File: config.mk
export PLATFORM = sky130hd
export DESIGN_NAME = lcd_view_sched
export DESIGN_NICKNAME = d
export VERILOG_FILES = /design/src/rtl/lcd_sched_pkg.sv /design/src/rtl/lcd_view_sched_rr_arb3.sv /design/src/rtl/lcd_view_sched.sv
export SDC_FILE = /design/constraint.sdc
export NUM_CORES = 1
export LEC_CHECK = 0
export CAP_MARGIN = 20
export CELL_PAD_IN_SITES_DETAIL_PLACEMENT = 2
export CELL_PAD_IN_SITES_GLOBAL_PLACEMENT = 2
export CORE_ASPECT_RATIO = 2
export CORE_MARGIN = 2
export CORE_UTILIZATION = 41
export CTS_BUF_LIST = sky130_fd_sc_hd__clkbuf_4 sky130_fd_sc_hd__clkbuf_8 sky130_fd_sc_hd__clkbuf_16
export CTS_CLUSTER_DIAMETER = 30
export CTS_CLUSTER_SIZE = 24
export DETAILED_ROUTE_END_ITERATION = 8
export GPL_TIMING_DRIVEN = 1
export PLACE_DENSITY = 0.9
export SYNTH_ARGS = -nofsm -noshare
export SYNTH_HDL_FRONTEND = slang
export SYNTH_SLANG_ARGS = --single-unit
File: constraint.sdc
create_clock -name clk_div -period 4.05 [get_ports clk_div]
set_input_delay 0.81 -clock clk_div [delete_from_list [all_inputs] [get_ports clk_div]]
set_output_delay 0.81 -clock clk_div [all_outputs]
set_load 0.03 [all_outputs]
File: src/rtl/lcd_sched_pkg.sv
// lcd_sched_pkg: shared state encoding, view codes and requester indices for the LCD view scheduler.
package lcd_sched_pkg;
  typedef enum logic [1:0] {IDLE, ISSUE, WAIT_OLD, WAIT_NEW} state_t;
  localparam logic [2:0] VIEW_TIME = 3'b000;
  localparam logic [2:0] VIEW_UP = 3'b100;
  localparam logic [2:0] VIEW_DOWN_HM = 3'b110;
  localparam logic [2:0] VIEW_DOWN_S = 3'b111;
  localparam logic [1:0] REQ_TIME = 2'd0;
  localparam logic [1:0] REQ_UP = 2'd1;
  localparam logic [1:0] REQ_DOWN = 2'd2;
  function automatic logic [1:0] nxt3(input logic [1:0] i);
    return (i >= REQ_DOWN) ? REQ_TIME : i + 2'd1;
  endfunction
  function automatic logic [1:0] idx_of(input logic [2:0] g);
    return g[2] ? REQ_DOWN : g[1] ? REQ_UP : REQ_TIME;
  endfunction
  function automatic logic [2:0] view_of(input logic [1:0] i, input logic s);
    return (i == REQ_DOWN) ? (s ? VIEW_DOWN_S : VIEW_DOWN_HM) : (i == REQ_UP) ? VIEW_UP : VIEW_TIME;
  endfunction
endpackage

File: src/rtl/lcd_view_sched_rr_arb3.sv
// rr_arb3: combinational round-robin pick among three requesters, searching from the one after rr_ptr.
module rr_arb3
  import lcd_sched_pkg::*;
(
  input  logic [2:0] pending,
  input  logic [1:0] rr_ptr,
  output logic [1:0] idx,
  output logic       valid,
  output logic [2:0] onehot
);
  logic [1:0] c1, c2;
  always_comb begin
    c1 = nxt3(rr_ptr);
    c2 = nxt3(c1);
    idx = pending[c1] ? c1 : pending[c2] ? c2 : nxt3(c2);
    valid = |pending;
    onehot = valid ? 3'b001 << idx : 3'b000;
  end
endmodule

File: src/rtl/lcd_view_sched.sv
// lcd_view_sched: arbitrates LCD redraw requests, latches the winning view and tracks the two frames
// until the new image is shown; adds idle self-refresh and a stall timeout.
module lcd_view_sched
  import lcd_sched_pkg::*;
#(
  parameter logic [23:0] REFRESH_CYC = 24'd500000,
  parameter logic [23:0] TIMEOUT_CYC = 24'd2000000
) (
  input  logic       clk_div,
  input  logic       rst_n,
  input  logic [2:0] req,
  input  logic       req_show,
  input  logic       frame_done,
  output logic       change,
  output logic       time_or_watch,
  output logic       mode,
  output logic       show,
  output logic [2:0] grant,
  output logic       busy,
  output logic       timeout_err
);
  state_t state;
  logic [2:0] pending, clr, w_one;
  logic [1:0] rr_ptr, w_idx;
  logic w_valid, refresh_due, fin, tmo;
  logic [23:0] ref_cnt, to_cnt;
  rr_arb3 u_arb (.pending(pending), .rr_ptr(rr_ptr), .idx(w_idx), .valid(w_valid), .onehot(w_one));
  always_comb begin
    fin = (state == WAIT_NEW) && frame_done;
    tmo = (state == WAIT_OLD || state == WAIT_NEW) && !frame_done && to_cnt == TIMEOUT_CYC - 24'd1;
    clr = (fin || tmo) ? grant : 3'b000;
  end
  always_ff @(posedge clk_div or negedge rst_n) begin
    if (!rst_n) begin
      state <= IDLE;
      pending <= 3'b000;
      rr_ptr <= REQ_DOWN;
      ref_cnt <= '0;
      to_cnt <= '0;
      refresh_due <= 1'b0;
      change <= 1'b0;
      {time_or_watch, mode, show} <= VIEW_TIME;
      grant <= 3'b000;
      busy <= 1'b0;
      timeout_err <= 1'b0;
    end else begin
      pending <= (pending & ~clr) | req;
      change <= 1'b0;
      case (state)
        IDLE: begin
          if (ref_cnt == REFRESH_CYC - 24'd1) refresh_due <= 1'b1;
          else ref_cnt <= ref_cnt + 24'd1;
          if (w_valid) begin
            grant <= w_one;
            {time_or_watch, mode, show} <= view_of(w_idx, req_show);
            change <= 1'b1;
            busy <= 1'b1;
            state <= ISSUE;
          end else if (refresh_due) begin
            change <= 1'b1;
            busy <= 1'b1;
            state <= ISSUE;
          end
        end
        ISSUE: begin
          ref_cnt <= '0;
          refresh_due <= 1'b0;
          to_cnt <= '0;
          state <= WAIT_OLD;
        end
        default: begin
          if (frame_done && state == WAIT_OLD) begin
            to_cnt <= '0;
            state <= WAIT_NEW;
          end else if (fin || tmo) begin
            if (fin && grant != 3'b000) rr_ptr <= idx_of(grant);
            if (tmo) timeout_err <= 1'b1;
            grant <= 3'b000;
            busy <= 1'b0;
            state <= IDLE;
          end else to_cnt <= to_cnt + 24'd1;
        end
      endcase
    end
  end
endmodule
== Word level (Yosys, flattened, before mapping) ==
Index checks and enable logic that the tools add are counted.

* Bits in latches: 0
* Memories kept: 0
* Word-level logic and storage cells: 107
* Flip-flop bits (word level): 65
* Memory bits (writable): 0
* Bits of input ports: 7
* Memory bits (read-only): 0
* Output and inout bits: 9

* Bitwise logic cells: 7
* Divide/modulo/power cells: 0
* Reductions and logical operators: 24
* $mul: 0
* $add $sub $neg: 5
* Shifts and indexed selects: 1
* Mux-type cells: 39
* Equal/unequal tests: 13
* Magnitude comparators: 5

{| class="wikitable"
|+ Operators by type and width
! operator !! count
|-
| $pmux 24 s2 || 2
|-
| $mux 24 || 3
|-
| $add 24x1->24 const B || 2
|-
| $eq 24x19->1 const B || 1
|-
| $eq 24x21->1 const B || 1
|-
| $mux 2 || 10
|-
| $mux 3 || 6
|-
| $reduce_and 4->1 || 4
|-
| $mux 1 || 12
|-
| $reduce_and 2->1 || 5
|-
| $add 2x1->2 const B || 3
|-
| $eq 2x2->1 const B || 3
|-
| $ge 2x2->1 const B || 3
|-
| $lt 2x3->1 const B || 2
|-
| $pmux 3 s2 || 1
|-
| $logic_and 1x1->1 || 5
|-
| $bmux 1 s2 || 2
|-
| $eq 2x1->1 const B || 2
|-
| $ne 2x1->1 const B || 2
|-
| $ne 2x2->1 const B || 2
|-
| $not 1->1 || 4
|-
| $pmux 1 s2 || 2
|-
| $pmux 2 s2 || 1
|-
| $reduce_bool 2->1 || 2
|-
| other kinds (13) || 14
|}

== Longest topological paths before layout ==
* Word-level depth: 11
* Gate-level depth with buffers: 8
* Depth with buffers taken out: 8

== By module ==
Synthesis repeated with hierarchy kept, for this count alone.

* Cell total of the unflattened synthesis: 417
* Area, all modules: 3,658.5 µm²

{| class="wikitable"
|+ By module, submodules not included
! module !! cells each !! instances !! area each (µm²) !! sequential area each (µm²)
|-
| lcd_view_sched || 399 || 1 || 3,557.2 || 1,627.8
|-
| rr_arb3 || 18 || 1 || 101.3 || 0.0
|}

== Least setup slack after synthesis ==
Ideal clock, no wire load.

* Path type: input to register
* Start: input port frame_done
* End: register to_cnt[21]
* Cell stages on the path: 5
* Slack: 1,988 ps
* Arrival time: 1,984 ps
* Buffers on the path: 1
* Data required time: 3,972 ps
* Library setup time: 78 ps
* Cells stage by stage: nor2b_1 -> o21ai_1 -> buf_2 -> or4_1 -> a21oi_1

* Longest elaborated chain between the ends: 6
* Elaborated cells on any way between the ends: 10
* Classes of those cells: eq/ne (1); mux (2); reduce/logical (7)

{| class="wikitable"
|+ Ends and longest elaborated chain
! element !! line !! RTL
|-
| start, declared || lcd_view_sched.sv:13 || <nowiki>input logic frame_done,</nowiki>
|-
| $logic_not 1->1 || lcd_view_sched.sv:30 || <nowiki>tmo = (state == WAIT_OLD || state == WAIT_NEW) && !frame_done && to_cnt == TIMEOUT_CYC - 24'd1;</nowiki>
|-
| $logic_and 1x1->1 (2 in series) || lcd_view_sched.sv:30 ||
|-
| $logic_or 1x1->1 || lcd_view_sched.sv:75 || <nowiki>end else if (fin || tmo) begin</nowiki>
|-
| $ne 3x1->1 (no source line) || -- ||
|-
| $reduce_and 2->1 (no source line) || -- ||
|-
| end signal, assigned || lcd_view_sched.sv:81 || <nowiki>end else to_cnt <= to_cnt + 24'd1;</nowiki>
|-
| end, declared || lcd_view_sched.sv:26 || <nowiki>logic [23:0] ref_cnt, to_cnt;</nowiki>
|}

Several ways; a longest one is shown, not always the timed one.
A chain may end at the register's enable or synchronous reset.

== Worst setup path after layout ==
* Start: input port frame_done
* End: register to_cnt[20]

The elaborated chain is that of the path after synthesis.

==> key figures <==
Floorplanning
  • Die W: 70.45 µm
  • IO Count: 16
  • Core area: 8588 µm²
  • Die H: 136.9 µm
  • Initial Utilization: 42.16%
  • Num rows: 48
  • Die footprint: 9645 µm²

Logic synthesis
  • Syn Nets: 421
  • Gate Count Post-Synth: 409
  • Post-synth top area share: 44.23%
  • Top cell type by total area after synthesis: dfrtp_1
  • Post-synth cell types: 52
  • Synth top area cells: dfrtp_1 44%, nand2_1 6.6%, mux2i_1 4.1%
  • Synth Flop Type: dfrtp_1
  • Syn_area_per_cell: 8.853 µm²
  • Seq/Total Area, Yosys: 44.96%
  • Post-synthesis cell area: 3621 µm²
  • Post-synth EDFFs: 0
  • #FFs+latches synth: 65
  • Synth warn: 0
  • Async SR Flop Fraction: 100.0%

STA
  • Worst clock skew: 0.006659 ns
  • Rel. slew slack: 32.80%
  • Setup TNS: 0 ns
  • Final worst slack: 1.368 ns
  • Min cycle time layout: 2.682 ns
  • Final Setup Violations: 0
  • Final hold vios: 0
  • Slew @ Worst Pin: 1.004 ns
  • Slew Viols, Final: 0
  • Hold Worst Slack: 0.4871 ns
  • RSZ-0062 raised after global routing: false
  • Fmax: 0.3728 GHz
  • Fin crit share: 66.23%

Route
  • Routed length per instance: 23.95 µm
  • Antenna viol nets, final: 0
  • Via count: 3339
  • DR pass1 iterations: 4
  • DRC: 0
  • Vias/cell: 6.324
  • Total Routed Length: 12650 µm
  • Initial DRC Count: 178

Min path
  • Cells on Worst Hold Path: 1
  • Worst hold path type: flop to flop

Power
  • PwrDens: 571.5 nW/µm²
  • Leakage: 1.776 nW
  • Peak supply drop: 0.0003203 V

Worst setup path
  • Crit path DAT: 2.94 ns
  • Crit-path cells: clkdlybuf4s50_1 > nor2b_1 > o211ai_1 > or4_1 > a21oi_1
  • Number of cells on the critical path: 5
  • Critical path's slowest cell: or4_1
  • Critical Path Start Type: input pin
  • CP Max Fanout: 12
  • WP data required: 4.31 ns
  • Worst path max stage delay: 0.58 ns
  • Top cell family by delay on the critical path: simple AND/OR/NAND/NOR gates
  • CP Class: input pin to flop
  • Worst reg2reg path depth: 5
  • Buf/Inv on CP: 1
  • Element type at the critical path end: flop

Clocking
  • CTS tree: yes
  • Skew-Pair Late Insertion Delay: 0.34 ns
  • CTS Root Cell: clkbuf_16
  • Resize count post-CTS: 0
  • Clock Sinks: 65
  • Clk buf depth: 2
  • Cts bufs inserted: 9
  • Setup bufs post-CTS: 0
  • Clk slew on worst S/H paths: 0.06 ns
  • CTS Hold Buffers Added: 0
  • H-tree Lvls: 3

Finish
  • Ant diodes: 0
  • Layout cell share with drive strength beyond 1: 7.477%
  • Area growth syn-to-layout: 14.17%
  • Design area: 4134 µm²
  • Core Util, Final: 48.14%
  • Most frequent cells in the layout: 64 x nand2_1, 64 x dfrtp_1, 37 x nor2_1
  • Multi-input logic area: 1882 µm²
  • Reg area: 1628 µm²
  • # nets final: 435
  • Filler instances: 916

GRT
  • Initial antenna violation count: 0
  • First-pass GRT wire length: 20540 µm
  • Vias in the first global route: 3902
  • GRT Util Overall: 28.23%
  • Largest net degree at the start of global routing: 41
  • Overflow after GRT: 0

Placed design
  • Place WS: 1.070 ns
  • Placed cell area: 3855 µm²
  • Final Wtd Congestion: 0.8219
  • Post-DP HPWL: 8653 µm
  • Port buffer count: 15

Outcome
  • Outcome: complete, no violations

Run
  • Max-Cap Viols: 0
## report_power, final
group / switching, W / internal, W
Combinational: 0.000521 / 0.000238
Clock: 0.000296 / 0.000450
Sequential: 0.000117 / 0.000742
## cells in the mapped netlist, types with 2 or more instances
cell,number
and3_1,5
a211o_1,3
o21ai_1,9
nor4_1,5
o211ai_1,5
or2_1,3
inv_1,10
o31ai_1,9
nor2b_1,8
or2_2,2
o21ai_0,21
ha_1,5
clkbuf_1,13
xor2_1,5
a221oi_1,2
nand2_1,64
nand3_1,24
nor4b_1,4
mux2i_1,15
a221o_1,2
a21o_1,2
nor2_1,37
or3_1,4
buf_2,2
dfrtp_1,64
a21oi_1,12
nor3_1,10
o21a_1,3
o311ai_1,2
nand3b_1,2
and4_1,2
nand2b_1,5
nand4_1,17
or4_1,12
and2_1,4
## final timing paths
path / endpoint / from / slack [ns]
worst max-delay path: to_cnt[20]$_DFFE_PN0P_ / frame_done / 1.37
worst min-delay path: timeout_err$_DFFE_PN0P_ / timeout_err$_DFFE_PN0P_ / 0.49
worst max register to register: to_cnt[18]$_DFFE_PN0P_ / to_cnt[13]$_DFFE_PN0P_ / 1.61
worst min register to register: timeout_err$_DFFE_PN0P_ / timeout_err$_DFFE_PN0P_ / 0.49
max in group asynchronous: to_cnt[0]$_DFFE_PN0P_ / rst_n / 2.52
min in group asynchronous: ref_cnt[22]$_DFFE_PN0P_ / rst_n / 0.50
## state kept, by name, indices dropped and copies added, names as in the netlist
signal / cells
time_or_watch: 1
to_cnt: 24
busy: 1
grant: 3
ref_cnt: 24
rr_ptr: 2
change: 1
timeout_err: 1
mode: 1
refresh_due: 1
pending: 3
show: 1
state: 2
## worst reg2reg max path, stage by stage, from the launching register on
cell and delay [ns]:
dfrtp_1 0.46, nor4b_1 0.61, nand3_1 0.25, o211ai_1 0.67, o21ai_0 0.20, a21oi_1 0.17
## logic make-up (layout without fill, tap and decap cells)
| kind of cell | after synthesis | count (layout) | share of synthesized area (%) |
|---|---|---|---|
| buffers and inverters | 27 | 46 | 3.075 |
| AO/OA/AOI/OAI | 77 | 77 | 13.51 |
| AND/OR/NAND/NOR | 215 | 215 | 31.37 |
| XOR/XNOR | 5 | 5 | 1.209 |
| multiplexers | 15 | 15 | 4.146 |
| flip-flops | 65 | 65 | 44.96 |
| adder cells (fa/ha/maj) | 5 | 5 | 1.728 |
## metal layers
metal  wire length (µm)  up-vias  part of all wire (%)  GRT usage, %
met1               4226     1727                    33         26.83
li1                   -     1513                     -             -
met5                  0        -                     0             0
met3                247       39                   2.0         4.418
met2               7625       60                    60         55.87
met4                548        0                   4.3         15.06
## cell type report
cell class	count	area share [%]
inverters	10	0.9080
flip-flops and latches	65	39.38
well taps	100	3.027
multi-input cells	317	45.52
clock inverters	3	0.4237
repair buffers	20	4.419
clock buffers	13	6.326
## metrics by stage
stage / total power, W / cells
6_report: 0.002363 / 528
5_1_grt: 0.002487 / 528
4_1_cts: 0.002384 / 528
3_5_place_dp: 0.001612 / 512
3_3_place_gp: 0.001543 / 512
2_1_floorplan: 0.001311 / 409
Power figures use the tool's default switching activity.
